[src/rtl/mac_col_feeder.sv]
// mac_col_feeder
//
// Sequencer at the top edge of one systolic column of mac_pe instances. A job
// collects ROWS packed weights (upper nibble shift, lower nibble mantissa),
// shifts them down the column's sum chain with load_weight_en held high, then
// streams k_len activation vectors into the rows' in_a inputs through a row
// skew line, and finally issues FLUSH_CYC zero-activation cycles so the bottom
// of the column drains completely.
//
// Ports
//   clk_i              clock
//   rst_i              synchronous, active-high reset
//   start_i            one-cycle job request, sampled only while idle
//   k_len_i            activation vectors in the job, sampled with start_i
//   w_valid_i/w_ready_o/w_data_i   weight handshake, row 0 first
//   a_valid_i/a_ready_o/a_data_i   activation handshake, lane r = row r
//   load_weight_en_o   to every PE's load_weight_en
//   sum_out_o          to the top PE's in_sum (weights, then zero seed)
//   a_out_o            lane r to row r in_a, delayed r cycles beyond lane 0
//   a_lane_vld_o       lane r carries a real activation (not a bubble)
//   busy_o             high whenever a job is in progress
//   done_o             one-cycle pulse on the last flush cycle
//
// Every output comes straight from a flop and resets to zero.

module mac_col_feeder #(
  parameter int unsigned ROWS      = 4,
  parameter int unsigned FLUSH_CYC = ROWS + 3
) (
  input  logic                clk_i,
  input  logic                rst_i,
  input  logic                start_i,
  input  logic [15:0]         k_len_i,
  input  logic                w_valid_i,
  output logic                w_ready_o,
  input  logic [7:0]          w_data_i,
  input  logic                a_valid_i,
  output logic                a_ready_o,
  input  logic [8*ROWS-1:0]   a_data_i,
  output logic                load_weight_en_o,
  output logic [31:0]         sum_out_o,
  output logic [8*ROWS-1:0]   a_out_o,
  output logic [ROWS-1:0]     a_lane_vld_o,
  output logic                busy_o,
  output logic                done_o
);

  localparam int unsigned WcntW = (ROWS > 1) ? $clog2(ROWS) : 1;
  localparam int unsigned FcntW = $clog2(FLUSH_CYC + 1);

  // Terminal counts: the FSM leaves WFILL/WLOAD/FLUSH on these, never wraps.
  localparam logic [WcntW-1:0] WLast = WcntW'(ROWS - 1);
  localparam logic [FcntW-1:0] FLast = FcntW'(FLUSH_CYC - 1);

  typedef enum logic [2:0] {
    StIdle,
    StWfill,
    StWload,
    StStream,
    StFlush
  } state_e;

  state_e             state_q, state_d;
  logic [WcntW-1:0]   wcnt_q, wcnt_d;
  logic [15:0]        kcnt_q, kcnt_d;
  logic [15:0]        klen_q, klen_d;
  logic [FcntW-1:0]   fcnt_q, fcnt_d;
  logic [7:0]         wbuf_q [ROWS];
  logic [7:0]         wbuf_d [ROWS];

  // Registered outputs and their next values.
  logic               busy_q, busy_d;
  logic               w_ready_q, w_ready_d;
  logic               a_ready_q, a_ready_d;
  logic               done_q, done_d;
  logic               lwe_q, lwe_d;
  logic [7:0]         sum_q, sum_d;

  logic               w_acc;
  logic               a_acc;

  assign w_acc = w_valid_i && w_ready_q;
  assign a_acc = a_valid_i && a_ready_q;

  // --------------------------------------------------------------------------
  // Next-state logic
  // --------------------------------------------------------------------------
  always_comb begin
    state_d = state_q;
    wcnt_d  = wcnt_q;
    kcnt_d  = kcnt_q;
    klen_d  = klen_q;
    fcnt_d  = fcnt_q;
    wbuf_d  = wbuf_q;
    lwe_d   = 1'b0;
    sum_d   = '0;

    unique case (state_q)
      StIdle: begin
        if (start_i) begin
          klen_d  = k_len_i;
          wcnt_d  = '0;
          state_d = StWfill;
        end
      end

      StWfill: begin
        if (w_acc) begin
          wbuf_d[wcnt_q] = w_data_i;
          if (wcnt_q == WLast) begin
            // The newest weight is the first one pushed down the chain, so it
            // goes out directly rather than via the buffer.
            wcnt_d  = '0;
            state_d = StWload;
            lwe_d   = 1'b1;
            sum_d   = w_data_i;
          end else begin
            wcnt_d = wcnt_q + 1'b1;
          end
        end
      end

      StWload: begin
        // wcnt_q is the index of the load cycle currently on the outputs.
        if (wcnt_q == WLast) begin
          wcnt_d = '0;
          if (klen_q == 16'd0) begin
            state_d = StFlush;
            fcnt_d  = '0;
          end else begin
            state_d = StStream;
            kcnt_d  = '0;
          end
        end else begin
          wcnt_d = wcnt_q + 1'b1;
          lwe_d  = 1'b1;
          // Reverse row order: the bottom row's weight must enter first.
          sum_d  = wbuf_q[WLast - 1'b1 - wcnt_q];
        end
      end

      StStream: begin
        if (a_acc) begin
          kcnt_d = kcnt_q + 16'd1;
          if (kcnt_q == klen_q - 16'd1) begin
            state_d = StFlush;
            fcnt_d  = '0;
          end
        end
      end

      StFlush: begin
        if (fcnt_q == FLast) begin
          state_d = StIdle;
          fcnt_d  = '0;
        end else begin
          fcnt_d = fcnt_q + 1'b1;
        end
      end

      default: begin
        state_d = StIdle;
      end
    endcase
  end

  // Outputs are decoded from the next state so they line up with the state
  // they describe once registered.
  always_comb begin
    busy_d    = (state_d != StIdle);
    w_ready_d = (state_d == StWfill);
    a_ready_d = (state_d == StStream);
    done_d    = (state_d == StFlush) && (fcnt_d == FLast);
  end

  // --------------------------------------------------------------------------
  // State and output registers
  // --------------------------------------------------------------------------
  always_ff @(posedge clk_i) begin
    if (rst_i) begin
      state_q   <= StIdle;
      wcnt_q    <= '0;
      kcnt_q    <= '0;
      klen_q    <= '0;
      fcnt_q    <= '0;
      busy_q    <= 1'b0;
      w_ready_q <= 1'b0;
      a_ready_q <= 1'b0;
      done_q    <= 1'b0;
      lwe_q     <= 1'b0;
      sum_q     <= '0;
      for (int i = 0; i < ROWS; i++) begin
        wbuf_q[i] <= '0;
      end
    end else begin
      state_q   <= state_d;
      wcnt_q    <= wcnt_d;
      kcnt_q    <= kcnt_d;
      klen_q    <= klen_d;
      fcnt_q    <= fcnt_d;
      busy_q    <= busy_d;
      w_ready_q <= w_ready_d;
      a_ready_q <= a_ready_d;
      done_q    <= done_d;
      lwe_q     <= lwe_d;
      sum_q     <= sum_d;
      for (int i = 0; i < ROWS; i++) begin
        wbuf_q[i] <= wbuf_d[i];
      end
    end
  end

  // --------------------------------------------------------------------------
  // Skew line: lane r is a (r+1)-deep shift of {valid, data}. Non-accept
  // cycles inject zero bubbles, so the line is all-zero outside a job.
  // --------------------------------------------------------------------------
  for (genvar r = 0; r < ROWS; r++) begin : g_lane
    logic [8:0]         lane_in;
    logic [9*(r+1)-1:0] sh_q;

    assign lane_in = a_acc ? {1'b1, a_data_i[8*r +: 8]} : 9'd0;

    if (r == 0) begin : g_d0
      always_ff @(posedge clk_i) begin
        if (rst_i) begin
          sh_q <= '0;
        end else begin
          sh_q <= lane_in;
        end
      end
    end else begin : g_dn
      always_ff @(posedge clk_i) begin
        if (rst_i) begin
          sh_q <= '0;
        end else begin
          sh_q <= {sh_q[9*r-1:0], lane_in};
        end
      end
    end

    assign a_out_o[8*r +: 8] = sh_q[9*(r+1)-2 -: 8];
    assign a_lane_vld_o[r]   = sh_q[9*(r+1)-1];
  end

  assign busy_o           = busy_q;
  assign w_ready_o        = w_ready_q;
  assign a_ready_o        = a_ready_q;
  assign done_o           = done_q;
  assign load_weight_en_o = lwe_q;
  assign sum_out_o        = {24'd0, sum_q};

endmodule

[config.mk]
export PLATFORM = sky130hd
export DESIGN_NAME = mac_col_feeder
export DESIGN_NICKNAME = d
export VERILOG_FILES = /design/src/rtl/mac_col_feeder.sv
export SDC_FILE = /design/constraint.sdc
export NUM_CORES = 1
export LEC_CHECK = 0
export ABC_AREA = 1
export BUFFER_PORTS_ARGS = -buffer_cell sky130_fd_sc_hd__buf_4
export CORE_MARGIN = 2
export CORE_UTILIZATION = 40
export CTS_CLUSTER_DIAMETER = 30
export DETAILED_ROUTE_END_ITERATION = 6
export GPL_TIMING_DRIVEN = 0
export SYNTH_ARGS = -nofsm -noshare
export SYNTH_HDL_FRONTEND = slang
export SYNTH_SLANG_ARGS = --single-unit
[constraint.sdc]
create_clock -name clk_i -period 4.7 [get_ports clk_i]
set_input_delay 0.94 -clock clk_i [delete_from_list [all_inputs] [get_ports clk_i]]
set_output_delay 0.94 -clock clk_i [all_outputs]
set_load 0.02 [all_outputs]
==> run metrics <==
run status finished, final reports clean; Cell Area, Synth a little under 7000 um2; cts repair resizes 0; switching part of the total 24.6%; P_sw 788 uW; CTS tree built; count of cell types in the netlist 36; clock transition at the registers of the reported paths 0.06 ns; DRC Markers 0; clock skew 0.00736 ns; Post-Route WL between 15000 and 20000 um; post-detail-place hpwl ~11000 um; Least-Margin Pin Slew around 0.60 ns; # diodes 0; Synth async-reset ratio 0%; post-synthesis area per instance 7.48 um2; minimum clock period about 3.1 ns; post-route setup slack between 1.5 and 2 ns; aggregate negative setup slack 0 ns; Max Slew Vio Count 0; Nets around 1100; Relative slew margins 59.9%; P_int about 2400 uW; final RePlAce weighted congestion 0.840; Die ar. 18300 um2; CP Capture Type register; Top FF cell, synth dfxtp_1; period utilization 66.9%; Via density around 4.3; RSZ-0062 raised after global routing false; initial core utilization 40.4%; Power per Cell Area 369 nW/um2; Port Buffers about 110; Hold Vio Cnt, Final 0; # H-tree levels 4; Worst VDD drop 0.244 mV; YS warnings 0; class of the worst hold path register to register; layout cell share with drive strength beyond 1 19.7%; initial antenna violation count 0; Max Buffers Root-to-Sink 2; Startpoint Class register; Setup Slack @ Placement 1.63 ns; sequential power share 45.9%; post-synthesis register bit count between 150 and 200; clock latency on the worst-skew pair between 0.4 and 0.5 ns; post-CTS setup buffer count 0; Critical Path AT approximately 3.5 ns; Setup violations, final 0; static leakage 0.00402 uW; GRT Residual Overflow 0; CTS Buf Count 17; Via Count about 5700; Total GRT Usage between 10% and 20%; Die X roughly 140 um; first-pass iteration count of the detailed router 4; Post-DRT Antenna Nets 0; initial DRC count 247; Layout area overhead 25.9%; Hold-fix buffers, CTS 0; number of synthesized flops with an enable pin 0; cells after synthesis between 900 and 1000; crit path max fanout 11; num rows 48; most frequent cells in the layout dfxtp_1, buf_4, inv_1; clk sink count 169; WP data required 5.04 ns; I/O pin count 134; Clock power frac 44.8%; CTS Root Buffer Type clkbuf_16; core box area 17100 um2; number of max-cap violations 0; vias in the first global route 4980; Comb power frac under 10%; Achievable Freq 318 MHz; wire length per cell 11.8 um; most common cell after layout, fill and taps aside dfxtp_1; post-synthesis sequential area ratio 49.0%; Die Ht 135 um; largest net degree at the start of global routing 17; first-pass GRT wire length 24700 um; critical path class register to register
==> final timing paths <==
check | from | endpoint | slack [ns] | cells past startpoint
worst min-delay path | g_lane[2].sh_q[6] | g_lane[2].sh_q[15] | 0.40 | 2
worst min register to register | g_lane[2].sh_q[6] | g_lane[2].sh_q[15] | 0.40 | 2
worst max-delay path | wcnt_q[0] | sum_q[4] | 1.55 | 9
worst max register to register | wcnt_q[0] | sum_q[4] | 1.55 | 9
==> layer usage <==
layer,routed length [um],share of wire (%),vias up,GRT usage (%)
met3,633,4.1,14,4.30
met5,0,0,-,0
met2,7430,48,85,28.6
met4,197,1.3,0,5.03
met1,7240,47,2478,22.2
li1,-,-,3088,-
==> layout make-up <==
cell class	instances	area, um2
Sequential cell	169	3380
Inverter	153	574
Fill cell	1719	8420
Timing Repair Buffer	109	818
Multi-Input combinational cell	545	2540
Tap cell	225	282
Buffer	79	494
Clock buffer	18	439
Clock inverter	12	165
==> kinds of logic (layout without fill, tap and decap cells) <==
| kind of cell | Yosys count | after routing | synth area share [%] |
|---|---|---|---|
| buf+inv | 232 | 371 | 15.5 |
| other cells | 1 | 24 | 0.0543 |
| simple gates | 348 | 348 | 20.9 |
| fa+ha+maj | 6 | 6 | 1.09 |
| compound gates | 153 | 153 | 11.7 |
| xor+xnor | 14 | 14 | 1.78 |
| flops | 169 | 169 | 49.0 |
==> per-stage QoR <==
stage	cells	instance area (um2)	power, uW	hold WS [ns]	utilization [%]
after global routing	1310	8700	3340	0.406	50.8
final	1310	8700	3210	0.398	50.8
after CTS	1310	8700	3240	0.401	50.8
after global placement	1280	8090	1800	0.388	47.3
after floorplan	946	6990	1700	0.388	-
after detailed placement	1280	8090	1800	0.392	47.3
==> critical path, stage by stage, from the launching register on <==
cell	delay [ns]
dfxtp_1	0.56
clkinv_1	0.39
clkbuf_1	0.38
ha_1	0.38
clkbuf_1	0.36
clkbuf_1	0.41
o21ai_0	0.19
o21ai_0	0.18
nand2_1	0.06
a21oi_1	0.15
==> cell usage after synthesis (4+ instances only) <==
cell      count  area share [%]
a21oi_1      76             5.5
buf_4        52             5.7
clkbuf_1     25             1.4
dfxtp_1     169              49
ha_1          6             1.1
inv_1       149             8.1
nand2_1     138             7.5
nand2_2       4            0.36
nand3_1      36             2.6
nand4_1       6            0.54
nor2_1      142             7.7
nor2_2        6            0.54
nor3_1        6            0.43
o21ai_0      60             4.3
xnor2_1       5            0.63
xor2_1        9             1.1
==> flip-flops by register name, indices dropped and copies added, names as in the netlist, 2 cells and up <==
| name | cells |
|---|---|
| fcnt_q | 3 |
| state_q | 3 |
| sum_q | 8 |
| kcnt_q | 16 |
| wcnt_q | 2 |
| g_lane.sh_q | 84 |
| wbuf_q | 32 |
| klen_q | 16 |
==> power groups by stage <==
stage / clock [uW] / combinational, uW / sequential, uW
6_report: 1440 / 300 / 1470
5_1_grt: 1530 / 341 / 1470
4_1_cts: 1470 / 301 / 1470
3_5_place_dp: 0 / 299 / 1500
3_3_place_gp: 0 / 297 / 1500
2_1_floorplan: 0 / 198 / 1500
(Power assumes the default switching activity.)
